File: src/rtl/present_pkg.sv
// Shared types and sizes for the PRESENT-80 round sequencer.
package present_pkg;

  localparam int PRESENT_ROUNDS = 31;
  localparam int BLK_W          = 64;
  localparam int KEY_W          = 80;
  localparam int CNT_W          = 5;

  typedef enum logic [2:0] {
    IDLE = 3'd0,
    LOAD = 3'd1,
    RUN  = 3'd2,
    FIN  = 3'd3,
    DONE = 3'd4
  } state_t;

endpackage

File: src/rtl/present_round_cnt.sv
// Round counter: clear has priority over load-1, which has priority over increment.
// Saturates at ROUNDS so values beyond the last round never occur.
module present_round_cnt
  import present_pkg::*;
#(
  parameter int ROUNDS = PRESENT_ROUNDS,
  parameter int RND_W  = CNT_W
) (
  input  logic             clk,
  input  logic             reset,
  input  logic             clr,
  input  logic             ld1,
  input  logic             inc,
  output logic [RND_W-1:0] cnt,
  output logic             last
);

  assign last = (cnt == RND_W'(ROUNDS));

  // counter register
  always_ff @(posedge clk or negedge reset) begin
    if (!reset)             cnt <= '0;
    else if (clr)           cnt <= '0;
    else if (ld1)           cnt <= RND_W'(1);
    else if (inc && !last)  cnt <= cnt + RND_W'(1);
  end

endmodule

File: src/rtl/present_ctrl.sv
// Sequencer for the iterative PRESENT-80 datapath: input handshake, load,
// 31 rounds, whitened-output capture, output handshake.
// Optional macro PRESENT_CTRL_ABORT_EN adds an 'abort' input that cancels a
// request in flight (LOAD/RUN/FIN) and returns to IDLE.
module present_ctrl
  import present_pkg::*;
#(
  parameter int ROUNDS = PRESENT_ROUNDS,
  parameter int RND_W  = CNT_W
) (
  input  logic             clk,
  input  logic             reset,
`ifdef PRESENT_CTRL_ABORT_EN
  input  logic             abort,
`endif
  input  logic             in_valid,
  output logic             in_ready,
  input  logic [BLK_W-1:0] in_plaintext,
  input  logic [KEY_W-1:0] in_key,
  output logic [BLK_W-1:0] dp_plaintext,
  output logic [KEY_W-1:0] dp_key,
  output logic             dp_load,
  output logic             dp_en,
  output logic [RND_W-1:0] dp_round,
  input  logic [BLK_W-1:0] dp_cipher,
  output logic             out_valid,
  input  logic             out_ready,
  output logic [BLK_W-1:0] out_data,
  output logic             busy
);

  state_t           state, state_nxt;
  logic [RND_W-1:0] cnt;
  logic             last;
  logic             cnt_clr, cnt_ld1, cnt_inc;
  logic             capture;
  logic             abort_hit;

`ifdef PRESENT_CTRL_ABORT_EN
  // abort only matters while a request is in flight; IDLE/DONE ignore it
  assign abort_hit = abort && (state == LOAD || state == RUN || state == FIN);
`else
  assign abort_hit = 1'b0;
`endif

  present_round_cnt #(.ROUNDS(ROUNDS), .RND_W(RND_W)) u_cnt (
    .clk   (clk),
    .reset (reset),
    .clr   (cnt_clr),
    .ld1   (cnt_ld1),
    .inc   (cnt_inc),
    .cnt   (cnt),
    .last  (last)
  );

  // state register
  always_ff @(posedge clk or negedge reset) begin
    if (!reset) state <= IDLE;
    else        state <= state_nxt;
  end

  // next state and control decode; controls depend on state/counter only
  always_comb begin
    state_nxt = state;
    in_ready  = 1'b0;
    dp_load   = 1'b0;
    dp_en     = 1'b0;
    dp_round  = '0;
    busy      = 1'b0;
    out_valid = 1'b0;
    cnt_clr   = 1'b0;
    cnt_ld1   = 1'b0;
    cnt_inc   = 1'b0;
    capture   = 1'b0;
    case (state)
      IDLE: begin
        in_ready = 1'b1;
        cnt_clr  = 1'b1;
        if (in_valid) state_nxt = LOAD;
      end
      LOAD: begin
        dp_load   = 1'b1;
        dp_en     = 1'b1;
        busy      = 1'b1;
        cnt_ld1   = 1'b1;
        state_nxt = RUN;
      end
      RUN: begin
        dp_en    = 1'b1;
        dp_round = cnt;
        busy     = 1'b1;
        cnt_inc  = 1'b1;
        if (last) state_nxt = FIN;
      end
      FIN: begin
        busy      = 1'b1;
        capture   = 1'b1;
        state_nxt = DONE;
      end
      DONE: begin
        out_valid = 1'b1;
        if (out_ready) state_nxt = IDLE;
      end
      default: state_nxt = IDLE;
    endcase
    if (abort_hit) begin
      state_nxt = IDLE;
      cnt_clr   = 1'b1;
      capture   = 1'b0;
    end
  end

  // request registers: held for the datapath until the next accept
  always_ff @(posedge clk or negedge reset) begin
    if (!reset) begin
      dp_plaintext <= '0;
      dp_key       <= '0;
    end else if (in_valid && in_ready) begin
      dp_plaintext <= in_plaintext;
      dp_key       <= in_key;
    end
  end

  // ciphertext capture after the final round
  always_ff @(posedge clk or negedge reset) begin
    if (!reset)       out_data <= '0;
    else if (capture) out_data <= dp_cipher;
  end

endmodule

File: config.mk
export PLATFORM = sky130hd
export DESIGN_NAME = present_ctrl
export DESIGN_NICKNAME = d
export VERILOG_FILES = /design/src/rtl/present_pkg.sv /design/src/rtl/present_round_cnt.sv /design/src/rtl/present_ctrl.sv
export SDC_FILE = /design/constraint.sdc
export NUM_CORES = 1
export LEC_CHECK = 0
export CAP_MARGIN = 10
export CELL_PAD_IN_SITES_DETAIL_PLACEMENT = 1
export CELL_PAD_IN_SITES_GLOBAL_PLACEMENT = 1
export CORE_AREA = 2 2 169 171
export CTS_CLUSTER_SIZE = 30
export DETAILED_ROUTE_END_ITERATION = 8
export DIE_AREA = 0 0 171 173
export PLACE_DENSITY = 0.83
export SLEW_MARGIN = 20
export SYNTH_ARGS = -nofsm -noshare
export SYNTH_HDL_FRONTEND = slang
export SYNTH_HIERARCHICAL = 1
export SYNTH_SLANG_ARGS = --single-unit
File: constraint.sdc
create_clock -name clk -period 5 [get_ports clk]
set_input_delay 1.5 -clock clk [delete_from_list [all_inputs] [get_ports clk]]
set_output_delay 1.5 -clock clk [all_outputs]
set_load 0.005 [all_outputs]
# == Word-level counts from Yosys, hierarchy flattened ==
# Cells that the tools add are included.
# totals
reg_bits,216
latch_bits,0
ramBits,0
mem_bits_ro,0
input_bits,212
output_inout_bits,218
wordCells,37
memories,0
# classes
addsub,1
multipliers,0
div,0
magnitude_cmp,0
n_eq_ne,8
n_shift,0
n_mux,15
bitwise,0
n_reduce_logical,8
# op_table
cell,count
5-bit 2-to-1 mux,4
3-bit one-hot mux with 5 select lines,1
3-bit 2-to-1 mux,3
1-bit 2-to-1 mux,7
"3-bit by 2-bit == test with 1-bit output, second input constant",2
"5-bit by 1-bit adder with 5-bit output, second input constant",1
"5-bit == test, second input constant",1
"2-bit != test, second input constant",2
"3-bit by 1-bit == test with 1-bit output, second input constant",1
"3-bit == test, second input constant",1
3-bit zero test,1
3-bit AND reduction,1
3-bit nonzero test,1
3-bit OR reduction,1
1-bit logical AND,2
"2-bit by 1-bit != test with 1-bit output, second input constant",1
2-bit OR reduction,1
1-bit zero test,1

# == Logic depth before layout (Yosys ltp) ==
# Gate-level depths: netlist of the first run.
# depth
ltp_word,6
ltp_mapped,7
mapped_depth_nobuf,6

# == By module ==
# The synthesis of the first run kept the hierarchy.
# modules_own_cells
mod,n_inst,cells_each,area_per_inst_um2,seq_area_each_um2
present_ctrl,1,465,8050.2,5280.1
present_round_cnt,1,24,265.3,125.1

# == Worst setup path after synthesis of the first run ==
# Ideal clock, no wire load.
# synth_path
path_type,reg-to-output
start,reg state[2]
end,out dp_round[0]
arrival_ns,1.120
t_required_ns,3.500
slack_ns,2.380
stages_incl_launch_ff,4
n_path_buf,1
path_cell_list,dfrtp_1 > buf_2 > nor3b_1 > and2_1
# synth_via
elab_chain_len,2
# synth_rtl
item,line_no,source
start: declaration,present_ctrl.sv:32,"state_t state, state_nxt;"
start signal: assignment,present_ctrl.sv:59,else state <= state_nxt;
3-bit by 2-bit == test with 1-bit output,present_ctrl.sv:75,case (state)
5-bit 2-to-1 mux,present_ctrl.sv:75,
end: declaration,present_ctrl.sv:24,"output logic [RND_W-1:0] dp_round,"
# No other way between the ends.

# == Worst setup path in the final report of the first run ==
# layout_path
start,reg state[2]
end,out dp_load
# layout_via
elab_chain_len,2
# layout_rtl
item,line_no,source
3-bit by 1-bit == test with 1-bit output,present_ctrl.sv:75,
1-bit 2-to-1 mux,present_ctrl.sv:75,
end: declaration,present_ctrl.sv:22,"output logic dp_load,"
# No other way between the ends.

==> results.cfg, run 1 <==
[route]
wl_um = 25540
via_count = 5814
detail-route-antenna-nets = 0
drt-vias-per-instance = 4.401
post_drt_wl_per_cell_um = 19.33
firstDrtPassIters = 4
drc_errors = 0
drt-initial-drc-count = 180

[timing]
relSlewSlack = 0.3435
hold_violations = 0
fin_tns_setup_ns = 0
finalMaxSlewViolations = 0
setup_viol = 0
min_period_ns = 3.994
fin_crit_sh = 0.7988
worst_slack_ns = 1.006
rsz0062_at_grt = false
max_freq_mhz = 250.4
tightest_slew_ns = 0.9848
finalClockSkew_ns = 0.006618

[global_route]
grt.overflow.total = 0
first_global_vias = 6487
grtUsageTotal = 0.1669
antenna_found_initial = 1
grt_pass1_wl_um = 38410
grt_max_degree = 145

[yosys]
synth_warnings = 6
syn_area_sq_um = 8315
synth-seq-cells = 216
ys_seq_area_frac = 0.6500
synth_edf_count = 0
synth_ff_type = dfrtp_1
synth_nets = 703
syn_avg_cell_area_sq_um = 17.01
async_flop_share = 1.000
yosysUniqueCellTypes = 28
postSynthCellCount = 489

[finish]
final_nets = 1137
n_fill_cell = 2783
syn_to_final_growth_pct = 66.42
diodes = 0
drive_above_1_share = 0.2153
final_common_cell = clkdlybuf4s50_1
fin_util = 0.5009
design_area_sq_um = 13840
mostFrequentLayoutCells = 428 x clkdlybuf4s50_1, 216 x dfrtp_1, 148 x mux2_2, 60 x mux2_1, 27 x clkbuf_16

[worst_setup_path]
critical_path.slowest_cell = nor3b_1
arrival_ns = 2.49
crit_buf_inv = 1
path_depth = 2
crit_required_ns = 3.50
reg2reg_depth = 3
path_class = reg2out
startpoint_type = flop
path_delay_family = simple AND/OR/NAND/NOR gates
crit_path_end_kind = primary output
cp_cell_sequence = nor3b_1 > clkdlybuf4s50_1
crit_fanout = 11
crit_path_max_incr_delay_ns = 0.80

[cts]
cts_buffer_depth = 3
root_buffer = clkbuf_16
clk_transition_reported_paths_ns = 0.06
ctsHoldBuffers = 0
htree_levels = 1
cts_buffers = 26
clkLatencyLatePin_ns = 0.52
cts_resized = 0
post_cts.repair.setup_buffers = 0
cts.sinks = 216
cts_tree = yes

[die]
die-area_sq_um = 29580
io_pins = 430
placementRows = 61
core_area_sq_um = 27630
die_h_um = 173
die_w_um = 171
start_util = 0.3010

[power]
p_leak_nw = 5.689
peakVddDrop_v = 0.0003951
power_density_nw_per_um2 = 642.6

[placement]
hpwl_um = 18300
numPortBuffers = 429
place_congestion = 0.7510
place_ws_ns = 1.495
placed_cell_area_sq_um = 12850

[run]
maxCapViolCount = 0

[worst_hold_path]
hold_depth = 1
hp-class = reg2reg

[run_status]
outcome = finished, final reports clean
==> registers in the layout, indices dropped and copies added (netlist names) <==
signal        count
state             3
dp_key           80
out_data         64
dp_plaintext     64
u_cnt/cnt         5
==> power breakdown <==
group,leakage [nW],switching (mW),total (mW),internal [mW]
clock,0.493,0.751,2.12,1.37
sequential,2.54,0.478,3.12,2.64
combinational,2.65,1.18,3.65,2.47
==> metrics by stage <==
step / instances / hold WS, ns / power (mW)
finish: 1321 / 0.4795 / 8.892
global route: 1321 / 0.4971 / 9.403
global placement: 1273 / 0.4665 / 6.677
detailed placement: 1273 / 0.4737 / 6.843
CTS: 1321 / 0.4864 / 9.053
floorplan: 489 / 0.4828 / 4.552
==> per-layer routing <==
layer	part of all wire	GRT usage
met5	0.00051	0
met3	0.090	0.05676
met2	0.53	0.3093
met4	0.026	0.04414
met1	0.36	0.1789
==> synth_stat cells, types with 2 or more instances <==
| cell type | instances | area (sq um) |
|---|---|---|
| nor2_1 | 4 | 15.01 |
| mux2i_1 | 3 | 30.03 |
| buf_12 | 7 | 140.1 |
| dfrtp_1 | 216 | 5405 |
| buf_4 | 9 | 67.56 |
| nor3_1 | 5 | 25.02 |
| nand3b_1 | 2 | 15.01 |
| buf_2 | 4 | 20.02 |
| mux2_1 | 60 | 675.7 |
| buf_6 | 6 | 67.56 |
| xor2_1 | 2 | 17.52 |
| ha_1 | 2 | 25.02 |
| mux2_2 | 148 | 1667 |
| and2_1 | 6 | 37.54 |
| nor3b_1 | 2 | 15.01 |
==> worst paths after layout <==
check | from | end | slack, ns
hold reg to reg | dp_plaintext[48] | dp_plaintext[48] | 0.48
setup reg to reg | state[2] | dp_plaintext[12] | 2.80
hold / removal | dp_plaintext[48] | dp_plaintext[48] | 0.48
min in group asynchronous | reset | dp_plaintext[30] | 1.02
setup / recovery | state[2] | dp_load | 1.01
max in group asynchronous | reset | dp_plaintext[49] | 2.96
==> cells by family (layout without fill, tap and decap cells) <==
kind of cell               Yosys count  after routing  synth area share
AOI/OAI and AO/OA                    3              3          0.002707
DFF                                216            216            0.6500
xor gates and xnor gates             3              3          0.003160
buffers and inverters               28            482           0.03656
muxes                              211            211            0.2853
and+or+nand+nor                     26             26           0.01926
adders and majority gates            2              2          0.003009
==> area by class of cell <==
cell class	count	area (sq um)	area share
multi-input cells	245	2615	0.1890
inverters	1	3.754	0.0002712
well taps	378	473.0	0.03418
flip-flops and latches	216	5405	0.3906
repair buffers	433	4354	0.3146
clock buffers	37	803.3	0.05805
clock inverters	11	183.9	0.01329
No activity file was read; power rests on OpenSTA's default activity.
==> inputs of run 2 (changes only) <==
--- a/config.mk
+++ b/config.mk
@@ -8,11 +8,12 @@
 export CAP_MARGIN = 10
 export CELL_PAD_IN_SITES_DETAIL_PLACEMENT = 1
 export CELL_PAD_IN_SITES_GLOBAL_PLACEMENT = 1
-export CORE_AREA = 2 2 169 171
+export CORE_ASPECT_RATIO = 1.5
+export CORE_MARGIN = 2
+export CORE_UTILIZATION = 28
 export CTS_CLUSTER_SIZE = 30
 export DETAILED_ROUTE_END_ITERATION = 8
-export DIE_AREA = 0 0 171 173
-export PLACE_DENSITY = 0.83
+export PLACE_DENSITY = 0.81
 export SLEW_MARGIN = 20
 export SYNTH_ARGS = -nofsm -noshare
 export SYNTH_HDL_FRONTEND = slang
==> constraint.sdc (replaced) <==
create_clock -name clk -period 3.25 [get_ports clk]
set_input_delay 0.975 -clock clk [delete_from_list [all_inputs] [get_ports clk]]
set_output_delay 0.975 -clock clk [all_outputs]
set_load 0.005 [all_outputs]
==> results.cfg, run 2 (synthesis results as in run 1) <==
[route]
met2RoutedLength_um = 14490
post_drt_wl_per_cell_um = 19.84
wl_um = 26500
via_count = 5841
firstDrtPassIters = 4
drt-met1-wl_um = 9029
detail-route-antenna-nets = 0
drt-initial-drc-count = 117
top_layer = met4
met3_length_um = 1873
drc_errors = 0
drt-vias-per-instance = 4.372

[timing]
min_period_ns = 3.089
finalClockSkew_ns = 0.008416
whs_ns = 0.4273
max_freq_mhz = 323.8
finalMaxSlewViolations = 0
setup_viol = 0
hold_violations = 0
fin_tns_setup_ns = 0
rsz0062_at_grt = false
tightest_slew_ns = 0.4838
fin_crit_sh = 0.9503
relSlewSlack = 0.6775

[die]
die-area_sq_um = 31120
die_w_um = 144.7
io_pins = 430
core_area_sq_um = 29380
start_util = 0.2830
die_h_um = 215.1
placementRows = 77

[global_route]
grt_max_degree = 66
first_global_vias = 6787
antenna_found_initial = 0
grt_pass1_wl_um = 40180
grtUsageTotal = 0.1700
grt.overflow.total = 0

[worst_setup_path]
crit_buf_inv = 2
crit_path_max_incr_delay_ns = 0.53
r2r_setup_slack_ns = 1.23
path_delay_family = buffers and inverters
startpoint_type = flop
crit_fanout = 11
critical_path.slowest_cell = clkdlybuf4s50_1
path_class = reg2out
cp_cell_sequence = nor3b_1 > buf_4 > and2_1 > clkdlybuf4s50_1
crit_required_ns = 2.27
arrival_ns = 2.11
crit_path_end_kind = primary output

[cts]
cts.sinks = 216
clk_transition_reported_paths_ns = 0.06
htree_levels = 1
cts_buffer_depth = 3
clkLatencyLatePin_ns = 0.51
cts_tree = yes
root_buffer = clkbuf_16
cts_buffers = 23
post_cts.repair.setup_buffers = 0

[finish]
reg_top3 = dp_key: 80 flops, dp_plaintext: 64 flops, out_data: 64 flops
regMostFlops = dp_key
drive_above_1_share = 0.2094
n_fill_cell = 2977
syn_to_final_growth_pct = 64.63
design_area_sq_um = 13690
layoutNonFillerInstCount = 1336
final_nets = 1144
fin_util = 0.4659
diodes = 0
largest_register_ffs = 80
mostFrequentLayoutCells = 428 x clkdlybuf4s50_1, 215 x dfrtp_1, 148 x mux2_2, 60 x mux2_1, 23 x clkbuf_16
final_common_cell = clkdlybuf4s50_1

[placement]
place_congestion = 0.8098
hpwl_um = 19730
placed_cells = 1300
placed_cell_area_sq_um = 13010
numPortBuffers = 429

[run_status]
outcome = finished, final reports clean

[worst_hold_path]
hp-class = in2async

[power]
peakVddDrop_v = 0.0006076
p_leak_nw = 5.598
power_density_nw_per_um2 = 953.9

[run]
maxCapViolCount = 0
## run 2: cell count changes in the layout (fill, tap and decap cells not counted), sizes merged
cell / change
clkbuf: -2
clkinv: -5
buf: +9
bufinv: -5
clkinvlp: +1
## run 2: timing repair
action                                  CTS  global route
resized for setup                         0             1
endpoints found under the setup margin    0             5
hold buffers                              0             0
## run 2: layer usage
layer	GRT usage	vias to the layer above
met1	0.1738	2926
met3	0.04055	63
met4	0.07573	0
met2	0.3199	262
li1	-	2590
met5	0	-
## run 2: final timing paths
path | to | cells after the start | startpoint
setup / recovery | dp_round[2] | 4 | state[2]
hold / removal | out_data[7] | 1 | reset
setup reg to reg | u_cnt/cnt[3] | 6 | u_cnt/cnt[0]
hold reg to reg | dp_plaintext[17] | 1 | dp_plaintext[17]
max in group asynchronous | out_data[19] | 2 | reset
min in group clk | dp_plaintext[17] | 1 | dp_plaintext[17]
## run 2: per-stage QoR
step	power, mW	worst slack [ns]
finish	13.06	0.1615
CTS	13.31	0.04733
floorplan	7.003	1.155
global route	13.82	0.02097
global placement	10.48	0.4324
detailed placement	10.73	0.4098
## run 2: cell type report
class,instances,area [sq um],area share
clock buffer,34,666.9,0.04872
inverter,1,3.754,0.0002742
sequential,216,5406,0.3949
timing repair buffer,443,4491,0.3280
clock inverter,2,12.51,0.0009140
multi-input combinational,245,2615,0.1910
tap,395,494.2,0.03610
## run 2: power by group
part | leakage [nW] | switching, mW | total [mW] | internal [mW]
clock network | 0.331 | 1.04 | 2.44 | 1.40
registers | 2.54 | 0.788 | 4.86 | 4.07
logic | 2.73 | 1.88 | 5.76 | 3.89
total | 5.60 | 3.70 | 13.1 | 9.36
==> inputs of run 3 (changes only) <==
--- a/config.mk
+++ b/config.mk
@@ -14,7 +14,6 @@
 export CTS_CLUSTER_SIZE = 30
 export DETAILED_ROUTE_END_ITERATION = 8
 export PLACE_DENSITY = 0.81
-export SLEW_MARGIN = 20
 export SYNTH_ARGS = -nofsm -noshare
 export SYNTH_HDL_FRONTEND = slang
 export SYNTH_HIERARCHICAL = 1
==> results of run 3 <==
The final DEF is identical to that of run 2; final timing and power are the same.
